==> config.mk <==
export PLATFORM = sky130hd
export DESIGN_NAME = panel_scan_ctrl
export DESIGN_NICKNAME = d
export VERILOG_FILES = /design/src/rtl/panel_pkg.sv /design/src/rtl/panel_shift_out.sv /design/src/rtl/panel_scan_ctrl.sv
export SDC_FILE = /design/constraint.sdc
export NUM_CORES = 1
export LEC_CHECK = 0
export BUFFER_PORTS_ARGS = -buffer_cell sky130_fd_sc_hd__buf_2
export CAP_MARGIN = 25
export CELL_PAD_IN_SITES_DETAIL_PLACEMENT = 1
export CELL_PAD_IN_SITES_GLOBAL_PLACEMENT = 1
export CORE_MARGIN = 2
export CORE_UTILIZATION = 37
export DETAILED_ROUTE_END_ITERATION = 16
export PLACE_DENSITY = 0.82
export SLEW_MARGIN = 20
export SYNTH_ARGS = -nofsm -noshare
export SYNTH_HDL_FRONTEND = slang
export SYNTH_SLANG_ARGS = --single-unit
==> constraint.sdc <==
create_clock -name clk -period 1.6 [get_ports clk]
set_input_delay 0.16 -clock clk [delete_from_list [all_inputs] [get_ports clk]]
set_output_delay 0.16 -clock clk [all_outputs]
set_load 0.01 [all_outputs]
==> src/rtl/panel_pkg.sv <==
// Shared definitions for the LED panel scan path: FSM encodings, default
// panel geometry and the bit layout of one RGB triplet in a frame-buffer word.
package panel_pkg;

  localparam int DEF_ROWS = 8;
  localparam int DEF_COLS = 8;

  localparam int PIX_R    = 0;
  localparam int PIX_G    = 1;
  localparam int PIX_B    = 2;
  localparam int PIX_BITS = 3;

  typedef logic [2:0] scan_state_t;

  localparam scan_state_t ST_IDLE    = 3'd0;
  localparam scan_state_t ST_FETCH   = 3'd1;
  localparam scan_state_t ST_SHIFT   = 3'd2;
  localparam scan_state_t ST_BLANK   = 3'd3;
  localparam scan_state_t ST_ADVANCE = 3'd4;
  localparam scan_state_t ST_LATCH   = 3'd5;
  localparam scan_state_t ST_DISPLAY = 3'd6;

  // LEDs are dark only while the panel row counter or latch is being touched.
  function automatic logic is_blanked(input scan_state_t st);
    return (st == ST_IDLE) || (st == ST_BLANK) || (st == ST_ADVANCE) || (st == ST_LATCH);
  endfunction

endpackage

==> src/rtl/panel_shift_out.sv <==
// Serialises one row of RGB triplets, highest column first, with a divided
// shift clock; data changes only on the falling sclk transition.
module panel_shift_out
  import panel_pkg::*;
#(
  parameter int COLS    = DEF_COLS,
  parameter int CLK_DIV = 1
) (
  input  logic                     clk,
  input  logic                     srst,
  input  logic                     load,
  input  logic [PIX_BITS*COLS-1:0] load_data,
  output logic                     sclk,
  output logic                     red,
  output logic                     green,
  output logic                     blue,
  output logic                     done
);

  localparam int WORD_W = PIX_BITS * COLS;
  localparam int TOP    = PIX_BITS * (COLS - 1);
  localparam int COL_W  = (COLS > 1) ? $clog2(COLS) : 1;
  localparam int DIV_W  = (CLK_DIV > 1) ? $clog2(CLK_DIV) : 1;
  localparam logic [COL_W-1:0] COL_LAST = COL_W'(COLS - 1);
  localparam logic [DIV_W-1:0] DIV_LAST = DIV_W'(CLK_DIV - 1);

  logic [WORD_W-1:0] data_reg;
  logic [COL_W-1:0]  col_reg;
  logic [DIV_W-1:0]  div_reg;
  logic              active_reg;
  logic              sclk_reg;
  logic              phase_end;

  assign phase_end = active_reg && (div_reg == DIV_LAST);
  // High during the final high-phase cycle so the caller leaves on the same edge sclk falls.
  assign done      = phase_end && sclk_reg && (col_reg == '0);

  always_ff @(posedge clk) begin
    if (srst) begin
      data_reg   <= '0;
      col_reg    <= '0;
      div_reg    <= '0;
      active_reg <= 1'b0;
      sclk_reg   <= 1'b0;
    end else if (load) begin
      data_reg   <= load_data;
      col_reg    <= COL_LAST;
      div_reg    <= '0;
      active_reg <= 1'b1;
      sclk_reg   <= 1'b0;
    end else if (active_reg) begin
      if (phase_end) begin
        div_reg  <= '0;
        sclk_reg <= ~sclk_reg;
        if (sclk_reg) begin
          // Shifting past the last column leaves zeros, so the data lines idle low.
          data_reg <= data_reg << PIX_BITS;
          col_reg  <= col_reg - 1'b1;
          if (col_reg == '0) begin
            active_reg <= 1'b0;
          end
        end
      end else begin
        div_reg <= div_reg + 1'b1;
      end
    end
  end

  assign sclk  = sclk_reg;
  assign red   = data_reg[TOP + PIX_R];
  assign green = data_reg[TOP + PIX_G];
  assign blue  = data_reg[TOP + PIX_B];

endmodule

==> src/rtl/panel_scan_ctrl.sv <==
// Row-scan sequencer: fetches a row from the frame buffer, shifts it out,
// steps the panel row counter, latches, holds the row lit and swaps banks.
module panel_scan_ctrl
  import panel_pkg::*;
#(
  parameter int ROWS      = DEF_ROWS,
  parameter int COLS      = DEF_COLS,
  parameter int CLK_DIV   = 1,
  parameter int ON_CYCLES = 16
) (
  input  logic                    clk,
  input  logic                    reset,
  input  logic                    enable,
  input  logic                    swap_req,
  output logic                    swap_ack,
  output logic                    fb_bank,
  output logic [$clog2(ROWS)-1:0] fb_raddr,
  input  logic [3*COLS-1:0]       fb_rdata,
  output logic                    red_out,
  output logic                    green_out,
  output logic                    blue_out,
  output logic                    sclk_out,
  output logic                    latch_out,
  output logic                    blank_out,
  output logic                    aclk_out,
  output logic                    arst_out
);

  localparam int ROW_W = $clog2(ROWS);
  localparam int CNT_W = $clog2(ON_CYCLES + 1);
  localparam logic [CNT_W-1:0] ON_LAST  = CNT_W'(ON_CYCLES - 1);
  localparam logic [ROW_W-1:0] ROW_LAST = ROW_W'(ROWS - 1);

  scan_state_t      state_reg, state_next;
  logic [CNT_W-1:0] cnt_reg, cnt_next;
  logic [ROW_W-1:0] row_reg, row_next;
  logic             bank_reg, bank_next;
  logic             swap_next;
  logic             load;
  logic             shift_done;
  logic             blank_reg;
  logic             latch_reg;
  logic             aclk_reg;
  logic             arst_reg;
  logic             swap_ack_reg;

  // cnt_reg is shared: FETCH and ADVANCE use it as a 2-step phase, DISPLAY as the on-time counter.
  always_comb begin
    state_next = state_reg;
    cnt_next   = cnt_reg;
    row_next   = row_reg;
    bank_next  = bank_reg;
    swap_next  = 1'b0;
    case (state_reg)
      ST_IDLE: begin
        if (enable) begin
          state_next = ST_FETCH;
          cnt_next   = '0;
        end
      end
      ST_FETCH: begin
        if (cnt_reg == '0) cnt_next = CNT_W'(1);
        else               state_next = ST_SHIFT;
      end
      ST_SHIFT: begin
        if (shift_done) state_next = ST_BLANK;
      end
      ST_BLANK: begin
        state_next = ST_ADVANCE;
        cnt_next   = '0;
      end
      ST_ADVANCE: begin
        if (cnt_reg == '0) cnt_next = CNT_W'(1);
        else               state_next = ST_LATCH;
      end
      ST_LATCH: begin
        state_next = ST_DISPLAY;
        cnt_next   = '0;
      end
      ST_DISPLAY: begin
        if (cnt_reg == ON_LAST) begin
          cnt_next   = '0;
          row_next   = row_reg + 1'b1;
          state_next = enable ? ST_FETCH : ST_IDLE;
          // Bank ownership only changes at a frame boundary, never mid-frame.
          if ((row_reg == ROW_LAST) && swap_req) begin
            bank_next = ~bank_reg;
            swap_next = 1'b1;
          end
        end else begin
          cnt_next = cnt_reg + 1'b1;
        end
      end
      default: state_next = ST_IDLE;
    endcase
  end

  // fb_rdata is valid in the second FETCH cycle, so capture it on that edge.
  assign load = (state_reg == ST_FETCH) && (cnt_reg != '0);

  always_ff @(posedge clk) begin
    if (reset) begin
      state_reg    <= ST_IDLE;
      cnt_reg      <= '0;
      row_reg      <= '0;
      bank_reg     <= 1'b0;
      blank_reg    <= 1'b1;
      latch_reg    <= 1'b0;
      aclk_reg     <= 1'b0;
      arst_reg     <= 1'b0;
      swap_ack_reg <= 1'b0;
    end else begin
      state_reg    <= state_next;
      cnt_reg      <= cnt_next;
      row_reg      <= row_next;
      bank_reg     <= bank_next;
      blank_reg    <= is_blanked(state_next);
      latch_reg    <= (state_next == ST_LATCH);
      arst_reg     <= (state_reg == ST_BLANK) && (row_reg == '0);
      aclk_reg     <= (state_reg == ST_BLANK) && (row_reg != '0);
      swap_ack_reg <= swap_next;
    end
  end

  panel_shift_out #(
    .COLS    (COLS),
    .CLK_DIV (CLK_DIV)
  ) u_shift (
    .clk       (clk),
    .srst      (reset),
    .load      (load),
    .load_data (fb_rdata),
    .sclk      (sclk_out),
    .red       (red_out),
    .green     (green_out),
    .blue      (blue_out),
    .done      (shift_done)
  );

  assign fb_raddr  = row_reg;
  assign fb_bank   = bank_reg;
  assign swap_ack  = swap_ack_reg;
  assign blank_out = blank_reg;
  assign latch_out = latch_reg;
  assign aclk_out  = aclk_reg;
  assign arst_out  = arst_reg;

endmodule

Word level (Yosys, flattened, before mapping)
Index checks and enable logic that the tools add are counted.

Add/subtract/negate cells: 4. Eq/ne operators: 13. Muxes and demuxes: 26. Bitwise gates (word level): 5. Reductions and logical operators: 30.

Operator list (count): 2-to-1 mux 24 bit (4); 2-to-1 mux 3 bit (9); case mux 3 bit (7 select lines) (1); case mux 5 bit (4 select lines) (1); equality test 3 bit (second input constant) (6); 2-to-1 mux 5 bit (3); zero test 3 bit (4); equality test 3 x 2 -> 1 bit (second input constant) (3); AND reduction 3 bit (3); 2-to-1 mux 1 bit (8); logical AND 1 bit (7); nonzero test 2 bit (3); OR reduction 2 bit (3); adder 5 x 1 -> 5 bit (second input constant) (1); equality test 5 x 4 -> 1 bit (second input constant) (1); zero test 5 bit (1); inverter 1 bit (5); nonzero test 5 bit (1); AND reduction 2 bit (2); nonzero test 4 bit (1); adder 3 x 1 -> 3 bit (second input constant) (1); equality test 3 x 1 -> 1 bit (second input constant) (1); logical OR 1 bit (3); nonzero test 3 bit (1); other kinds (5) (5).

Register bits: 47. Bits of input ports: 28. Word-level logic and storage cells: 92.

Longest topological paths before layout
Gate-level depths: netlist of the first run.

Word-level depth: 10. Mapped depth: 8.

Hierarchy
A second synthesis of the first run with hierarchy kept.

Cells, all modules: 255. Area, all modules: 2338.5 sq um.

Modules (own cells, without submodules): panel_shift_out (times used 1, cells an instance 157, area an instance 1425.1 sq um); panel_scan_ctrl (times used 1, cells an instance 98, area an instance 913.4 sq um).

Least setup slack after synthesis of the first run
Ideal clock, no wire load.

Kind: reg2reg. Start: register cnt_reg[0]. End: register u_shift.data_reg[19]. Arrival time: 1.580 ns. Setup slack: -0.068 ns. Cell stages (with the launch flop): 9. Path buffers: 2. Period minus slack after synthesis: 1.668 ns. Cells stage by stage: dfxtp_1 inv_1 ha_1 or4b_1 buf_2 nand3_4 buf_6 nor2_1 a311oi_2.

Word-level cells in the longest chain between the ends: 4.

Ends and longest elaborated chain: from (decl) (RTL line panel_scan_ctrl.sv:35) `logic [CNT_W-1:0] cnt_reg, cnt_next;`; from (signal assigned) (RTL line panel_scan_ctrl.sv:114) `cnt_reg <= cnt_next;`; nonzero test 5 bit * (RTL line panel_scan_ctrl.sv:99) `assign load = (state_reg == ST_FETCH) && (cnt_reg != '0);`; logical AND 1 bit * (RTL line panel_scan_ctrl.sv:99); nonzero test 2 bit (no line); AND reduction 3 bit (no line); to (signal assigned) (RTL line panel_shift_out.sv:46) `data_reg <= load_data;`; to (signal assigned) (RTL line panel_shift_out.sv:57) `data_reg <= data_reg << PIX_BITS;`; to (decl) (RTL line panel_shift_out.sv:27) `logic [WORD_W-1:0] data_reg;`.

Mark *: on every way between the ends. The rest lies on a longest branch, timed or not. A chain may end at the register's enable or synchronous reset.

Worst setup path after layout of the first run
Start: register cnt_reg[0]. End: register u_shift.data_reg[10].

Same word-level chain as after synthesis.

==> impl_metrics.csv, run 1 <==
group,metric,value,unit
sta,worstMarginPinSlew,0.472,ns
clock_tree,postCtsHoldBufs,0,
worst_setup_path,required,1.82,ns
power_and_ir_drop,intPower,1.79,mW
outcome,violations,"negative setup slack",
detailed_routing,dr.pass1.iters,4,
synth,synthCells,259,
clock_tree,cts_max_path_buffers,2,
sta,hold_violations,0,
sta,min_period_over_period,1.13,
worst_setup_path,critPathCaptureType,"register",
sta,finalSetupViolCount,37,
grt,overflow,0,
synth,ys.warnings.count,0,
synth,synthFlopType,"dfxtp_1",
layout,post-route-util,0.520,
detailed_routing,routed_via_density,5.43,
sta,worst_hold_slack,0.104,ns
synth,synth.top_cell.area_share,0.409,
clock_tree,root_buffer,"clkbuf_8",
flow_run,cap_viol_max_count,0,
synth,syn_nets,294,
grt,grt_pass1_vias,2135,
power_and_ir_drop,power.share.combinational,0.174,
die,io_pins,41,
layout,antennaDiodeCount,0,
grt,grt_use_total,0.203,
detailed_routing,avgRoutedWirePerCell,18.8,µm
sta,rsz0062_at_grt,"yes",
grt,grt_max_degree,22,
outcome,status,"complete, but fails checks",
hold_path,min_path_type,"in -> reg",
sta,maxSlewViolCount,0,
layout,area_growth,34.5,%
clock_tree,htree_levels,2,
power_and_ir_drop,power,2.50,mW
detailed_routing,drc,0,
worst_setup_path,cp.arrival,2.02,ns
worst_setup_path,path_cells,"inv_2, ha_1, or4b_4, nand3_4, buf_12, nor2_2, a311oi_2",
power_and_ir_drop,swShare,0.285,
worst_setup_path,crit_family,"simple AND/OR/NAND/NOR gates",
grt,grt_pass1_wl,11200,µm
die,start_util,0.386,
placement,place_area,2710,µm²
clock_tree,clkLatencyLatePin,0.32,ns
clock_tree,cts_sinks,47,
sta,min_period,1.80,ns
worst_setup_path,worst-path-max-fanout,6,
power_and_ir_drop,max-vdd-ir-drop,404,µV
power_and_ir_drop,switching_power,0.712,mW
layout,drive_gt1_frac,0.434,
detailed_routing,totalWireLength,7360,µm
clock_tree,cts_made_buffers,5,
placement,post-dp-hpwl,4130,µm
detailed_routing,num_vias,2122,
synth,synth_top_area_cell,"dfxtp_1",
placement,dp_worst_setup_slack,-0.209,ns
placement,gp_congestion,0.794,
synth,synth.most_common_cell,"nand2_1",
die,num_rows,28,
synth,yosys.cell_types.count,40,
die,die-area,6870,µm²
die,die_h,82.9,µm
die,fp.dieW,82.9,µm
worst_setup_path,critical_path_class,"reg -> reg",
sta,fmax,555,MHz
die,core,5960,µm²
worst_setup_path,crit_path_start_kind,"register",
synth,synth-edff-count,0,
layout,layout.nets,351,
power_and_ir_drop,p_leak,1.16,nW
synth,avgSynthCellArea,8.88,µm²
placement,io_buffer_count,40,
power_and_ir_drop,clockPowerShare,0.315,
synth,synthArstFlopShare,0,
detailed_routing,ant_nets,0,
worst_setup_path,critPathMaxStageDelay,0.50,ns
worst_setup_path,crit_buf_inv,2,
power_and_ir_drop,seqPwrFrac,0.512,
clock_tree,cts_tree,"yes",
layout,largest_reg_flops,24,
sta,clock_skew,0.0141,ns
synth,syn-cell-area,2300,µm²
synth,synthTopCellsByCount,"55 x nand2_1, 47 x dfxtp_1, 27 x nor2_1",
clock_tree,path_clk_slew,0.10,ns
layout,postLayoutCellArea,3100,µm²
synth,yosysSeqAreaShare,0.409,
power_and_ir_drop,powerDensity,808,nW/µm²
sta,slew_headroom,0.681,
grt,antenna_found_initial,0,
synth,ys_top_cells_by_area,"dfxtp_1 41%, a311oi_2 14%, nand2_1 9.0%, nor2_1 4.4%, ha_1 3.8%",
detailed_routing,first_iter_violations,112,
synth,synth-seq-cells,47,
worst_setup_path,cpMaxStageDelayCell,"or4b_4",
sta,fin_ws,-0.201,ns
[stage by stage]
step,cells,TNS [ns]
after floorplan,259,-1.03
after global placement,374,-2.79
after detailed placement,374,-4.67
after CTS,388,-3.16
after global routing,391,-7.45
final,391,-5.12
[cell type report]
class / count / area [µm²]
Fill cell: 709 / 2860
Multi-Input combinational cell: 184 / 1370
Sequential cell: 47 / 943
Timing Repair Buffer: 70 / 567
Tap cell: 75 / 93.8
Clock buffer: 6 / 82.6
Inverter: 8 / 30.0
Clock inverter: 1 / 8.76
[worst register-to-register path, cell delays in order (launching register included)]
cell and delay, ns:
dfxtp_2 0.35, inv_2 0.05, ha_1 0.14, or4b_4 0.50, nand3_4 0.21, buf_12 0.16, nor2_2 0.05, a311oi_2 0.25
[path summary, 6_finish.rpt]
check,start,end,slack (ns),cells after the start
worst max register to register,cnt_reg[0]$_SDFFE_PP0P_,u_shift.data_reg[10]$_SDFFE_PP0P_,-0.20,7
worst min register to register,u_shift.data_reg[0]$_SDFFE_PP0P_,u_shift.data_reg[0]$_SDFFE_PP0P_,0.49,2
worst min-delay path,fb_rdata[0],u_shift.data_reg[0]$_SDFFE_PP0P_,0.10,3
worst max-delay path,cnt_reg[0]$_SDFFE_PP0P_,u_shift.data_reg[10]$_SDFFE_PP0P_,-0.20,7
[power by group through the flow]
stage	Combinational, mW	Clock, mW	Sequential (mW)
floorplan	0.231	0	1.29
global placement	0.322	0	1.30
detailed placement	0.336	0	1.30
CTS	0.393	0.791	1.28
global route	0.469	0.848	1.29
finish	0.435	0.786	1.28
[placed cells by master (no fill, tap or decap), types with 3 or more instances in the layout]
cell type,instances
dfxtp_1,45
buf_2,40
a21oi_1,7
buf_12,6
nand2_1,53
mux2i_1,3
inv_1,6
o21ai_0,7
nor2_2,11
buf_4,18
clkbuf_8,6
nand3_1,5
nor2b_1,5
buf_6,3
a21oi_2,7
xnor2_1,4
ha_1,6
nor2_1,14
a311oi_2,21
nand2b_1,3
[layer usage]
| layer | global-route usage | share of wire |
|---|---|---|
| met1 | 0.271 | 0.44 |
| met2 | 0.328 | 0.52 |
| met3 | 0.0348 | 0.031 |
| met4 | 0.0760 | 0.017 |
| met5 | 0 | 0 |
[cells by family (layout without fill, tap and decap cells)]
kind of cell,after synthesis,in the layout,synth area share
adder cells (fa/ha/maj),7,7,0.0381
buffers and inverters,28,85,0.0582
AND/OR/NAND/NOR,118,118,0.245
XOR/XNOR,5,5,0.0190
AO/OA/AOI/OAI,51,51,0.218
flip-flops,47,47,0.409
multiplexers,3,3,0.0131
[repair_timing]
action / in CTS / in global routing
setup buffers: 5 / 2
gates resized for setup: 17 / 24
setup endpoints to repair: 34 / 43
pin swaps: 5 / 17
cloned: 2 / 2
No activity file was read; power rests on OpenSTA's default activity.
==> run 2, diff against run 1 <==
--- a/config.mk
+++ b/config.mk
@@ -13,6 +13,7 @@
 export CORE_UTILIZATION = 37
 export DETAILED_ROUTE_END_ITERATION = 16
 export PLACE_DENSITY = 0.82
+export RECOVER_POWER = 50
 export SLEW_MARGIN = 20
 export SYNTH_ARGS = -nofsm -noshare
 export SYNTH_HDL_FRONTEND = slang
==> run 2 against run 1 <==
The run still ends with negative setup slack left. Largest cell class unchanged. Clock power barely moved. Global-route usage did not move. Total power fell by 0.11%. Utilization fell by 0.23 points. Final cell count did not move. First-iteration DRC count fell by 4.5%. Combinational power barely moved.
==> impl_metrics.csv, run 2 (same netlist as run 1, synthesis figures left out) <==
group,metric,value,unit
sta,fin_ws,-0.199,ns
detailed_routing,avgRoutedWirePerCell,18.9,µm
layout,layout.nets,351,
power_and_ir_drop,swShare,0.285,
worst_setup_path,critical_path_class,"reg -> reg",
worst_setup_path,cp.arrival,2.02,ns
power_and_ir_drop,max-vdd-ir-drop,404,µV
worst_setup_path,required,1.82,ns
sta,slew_headroom,0.677,
grt,use_met2,0.328,
placement,post-dp-hpwl,4130,µm
grt,top_usage_layer,"met2",
detailed_routing,drc,0,
sta,fin_tns_setup,-5.05,ns
worst_setup_path,startpoint,"cnt_reg[0]$_SDFFE_PP0P_",
die,fp.dieW,82.9,µm
power_and_ir_drop,switching_power,0.712,mW
detailed_routing,dr.pass1.iters,4,
worst_setup_path,endpoint,"u_shift.data_reg[10]$_SDFFE_PP0P_",
clock_tree,path_clk_slew,0.10,ns
layout,layout_common_cells,"53 x nand2_1, 45 x dfxtp_1, 29 x buf_2, 21 x a311oi_2, 18 x buf_4",
placement,gp_congestion,0.794,
sta,hold_violations,0,
clock_tree,clkLatencyLatePin,0.32,ns
grt,grt_use_met1,0.271,
clock_tree,root_buffer,"clkbuf_8",
worst_setup_path,reg2reg_from,"cnt_reg[0]$_SDFFE_PP0P_",
die,core,5960,µm²
sta,fmax,556,MHz
detailed_routing,routed_via_density,5.40,
worst_setup_path,rr_worst_depth,7,
worst_setup_path,worst-path-max-fanout,6,
worst_setup_path,path_cells,"inv_2, ha_1, or4b_4, nand3_4, buf_12, nor2_2, a311oi_2",
layout,largest_reg_flops,24,
die,die_h,82.9,µm
clock_tree,cts_max_path_buffers,2,
worst_setup_path,cpMaxStageDelayCell,"or4b_4",
grt,overflow,0,
sta,maxSlewViolCount,0,
power_and_ir_drop,power.share.combinational,0.173,
power_and_ir_drop,power,2.50,mW
worst_setup_path,critPathMaxStageDelay,0.50,ns
sta,finalSetupViolCount,37,
outcome,violations,"negative setup slack",
grt,grt_pass1_wl,11200,µm
sta,worstMarginPinSlew,0.478,ns
worst_setup_path,r2r-end,"u_shift.data_reg[10]$_SDFFE_PP0P_",
placement,io_buffer_count,40,
die,start_util,0.386,
placement,dp_worst_setup_slack,-0.209,ns
power_and_ir_drop,powerDensity,811,nW/µm²
outcome,status,"complete, but fails checks",
grt,grt_pass1_vias,2135,
power_and_ir_drop,seqPwrFrac,0.512,
clock_tree,cts_made_buffers,5,
die,io_pins,41,
layout,antennaDiodeCount,0,
detailed_routing,num_vias,2113,
layout,final_common_cell,"nand2_1",
grt,antenna_found_initial,0,
worst_setup_path,critPathCaptureType,"register",
detailed_routing,totalWireLength,7370,µm
clock_tree,cts_sinks,47,
clock_tree,cts_tree,"yes",
worst_setup_path,crit_path_start_kind,"register",
clock_tree,postCtsHoldBufs,0,
hold_path,min_path_type,"in -> reg",
sta,rsz0062_at_grt,"yes",
worst_setup_path,r2r_slack,-0.20,ns
layout,post-route-util,0.517,
power_and_ir_drop,clockPowerShare,0.314,
power_and_ir_drop,p_leak,1.11,nW
grt,grt_use_met3,0.0348,
flow_run,cap_viol_max_count,0,
sta,clock_skew,0.0143,ns
die,num_rows,28,
die,die-area,6870,µm²
detailed_routing,first_iter_violations,107,
layout,drive_gt1_frac,0.399,
sta,min_period_over_period,1.12,
power_and_ir_drop,intPower,1.79,mW
grt,grt_max_degree,22,
detailed_routing,ant_nets,0,
clock_tree,htree_levels,2,
sta,min_period,1.80,ns
grt,grt_use_total,0.203,
layout,area_growth,33.9,%
-- run 2: cell types whose count changed in the layout (fill, tap and decap cells not counted), sizes merged --
cell | previous run | this run
buf | 68 | 57
clkbuf | 8 | 19
-- run 2: repair_timing --
| action | 4_1_cts | 5_1_grt |
|---|---|---|
| cloned | 2 | 2 |
| gates resized for setup | 17 | 24 |
| setup buffers | 5 | 2 |
| pin swaps | 5 | 17 |
| endpoints found under the setup margin | 34 | 43 |
-- run 2: routing by layer --
metal / up-vias / part of all wire
met2: 41 / 0.51
met5: - / 0
met3: 11 / 0.029
met4: 0 / 0.017
met1: 1037 / 0.44
li1: 1024 / -
-- run 2: critical path: cells and delay by family, from the launching register on --
| family | cells | cell delay [ns] |
|---|---|---|
| adders and majority gates | 1 | 0.14 |
| AOI/OAI and AO/OA | 1 | 0.25 |
| DFF | 1 | 0.34 |
| and+or+nand+nor | 3 | 0.76 |
| buffers and inverters | 2 | 0.21 |
-- run 2: how the worst min path moves through the flow --
stage / start / endpoint / cells past startpoint
2_1_floorplan: fb_rdata[0] / u_shift.data_reg[0]$_SDFFE_PP0P_ / 2
3_3_place_gp: fb_rdata[1] / u_shift.data_reg[1]$_SDFFE_PP0P_ / 3
3_5_place_dp: fb_rdata[0] / u_shift.data_reg[0]$_SDFFE_PP0P_ / 3
4_1_cts: fb_rdata[0] / u_shift.data_reg[0]$_SDFFE_PP0P_ / 3
5_1_grt: fb_rdata[1] / u_shift.data_reg[1]$_SDFFE_PP0P_ / 3
6_report: fb_rdata[0] / u_shift.data_reg[0]$_SDFFE_PP0P_ / 3
-- run 2: layout make-up --
class	count	area [µm²]
Clock buffer	6	82.6
Clock inverter	1	8.76
Multi-Input combinational cell	184	1370
Fill cell	715	2870
Sequential cell	47	943
Inverter	8	30.0
Tap cell	75	93.8
Timing Repair Buffer	70	553
-- run 2: metrics by stage --
step,cells,area (µm²),hold WS [ns]
6_report,391,3080,0.103
3_3_place_gp,374,2710,0.416
4_1_cts,388,2960,0.0902
2_1_floorplan,259,2330,0.296
5_1_grt,391,3080,0.0973
3_5_place_dp,374,2710,0.425
-- run 2: power by group through the flow --
stage | clock [mW] | combinational (mW) | sequential, mW
3_5_place_dp | 0 | 0.336 | 1.30
4_1_cts | 0.791 | 0.393 | 1.28
5_1_grt | 0.848 | 0.466 | 1.29
2_1_floorplan | 0 | 0.231 | 1.29
6_report | 0.785 | 0.432 | 1.28
3_3_place_gp | 0 | 0.322 | 1.30
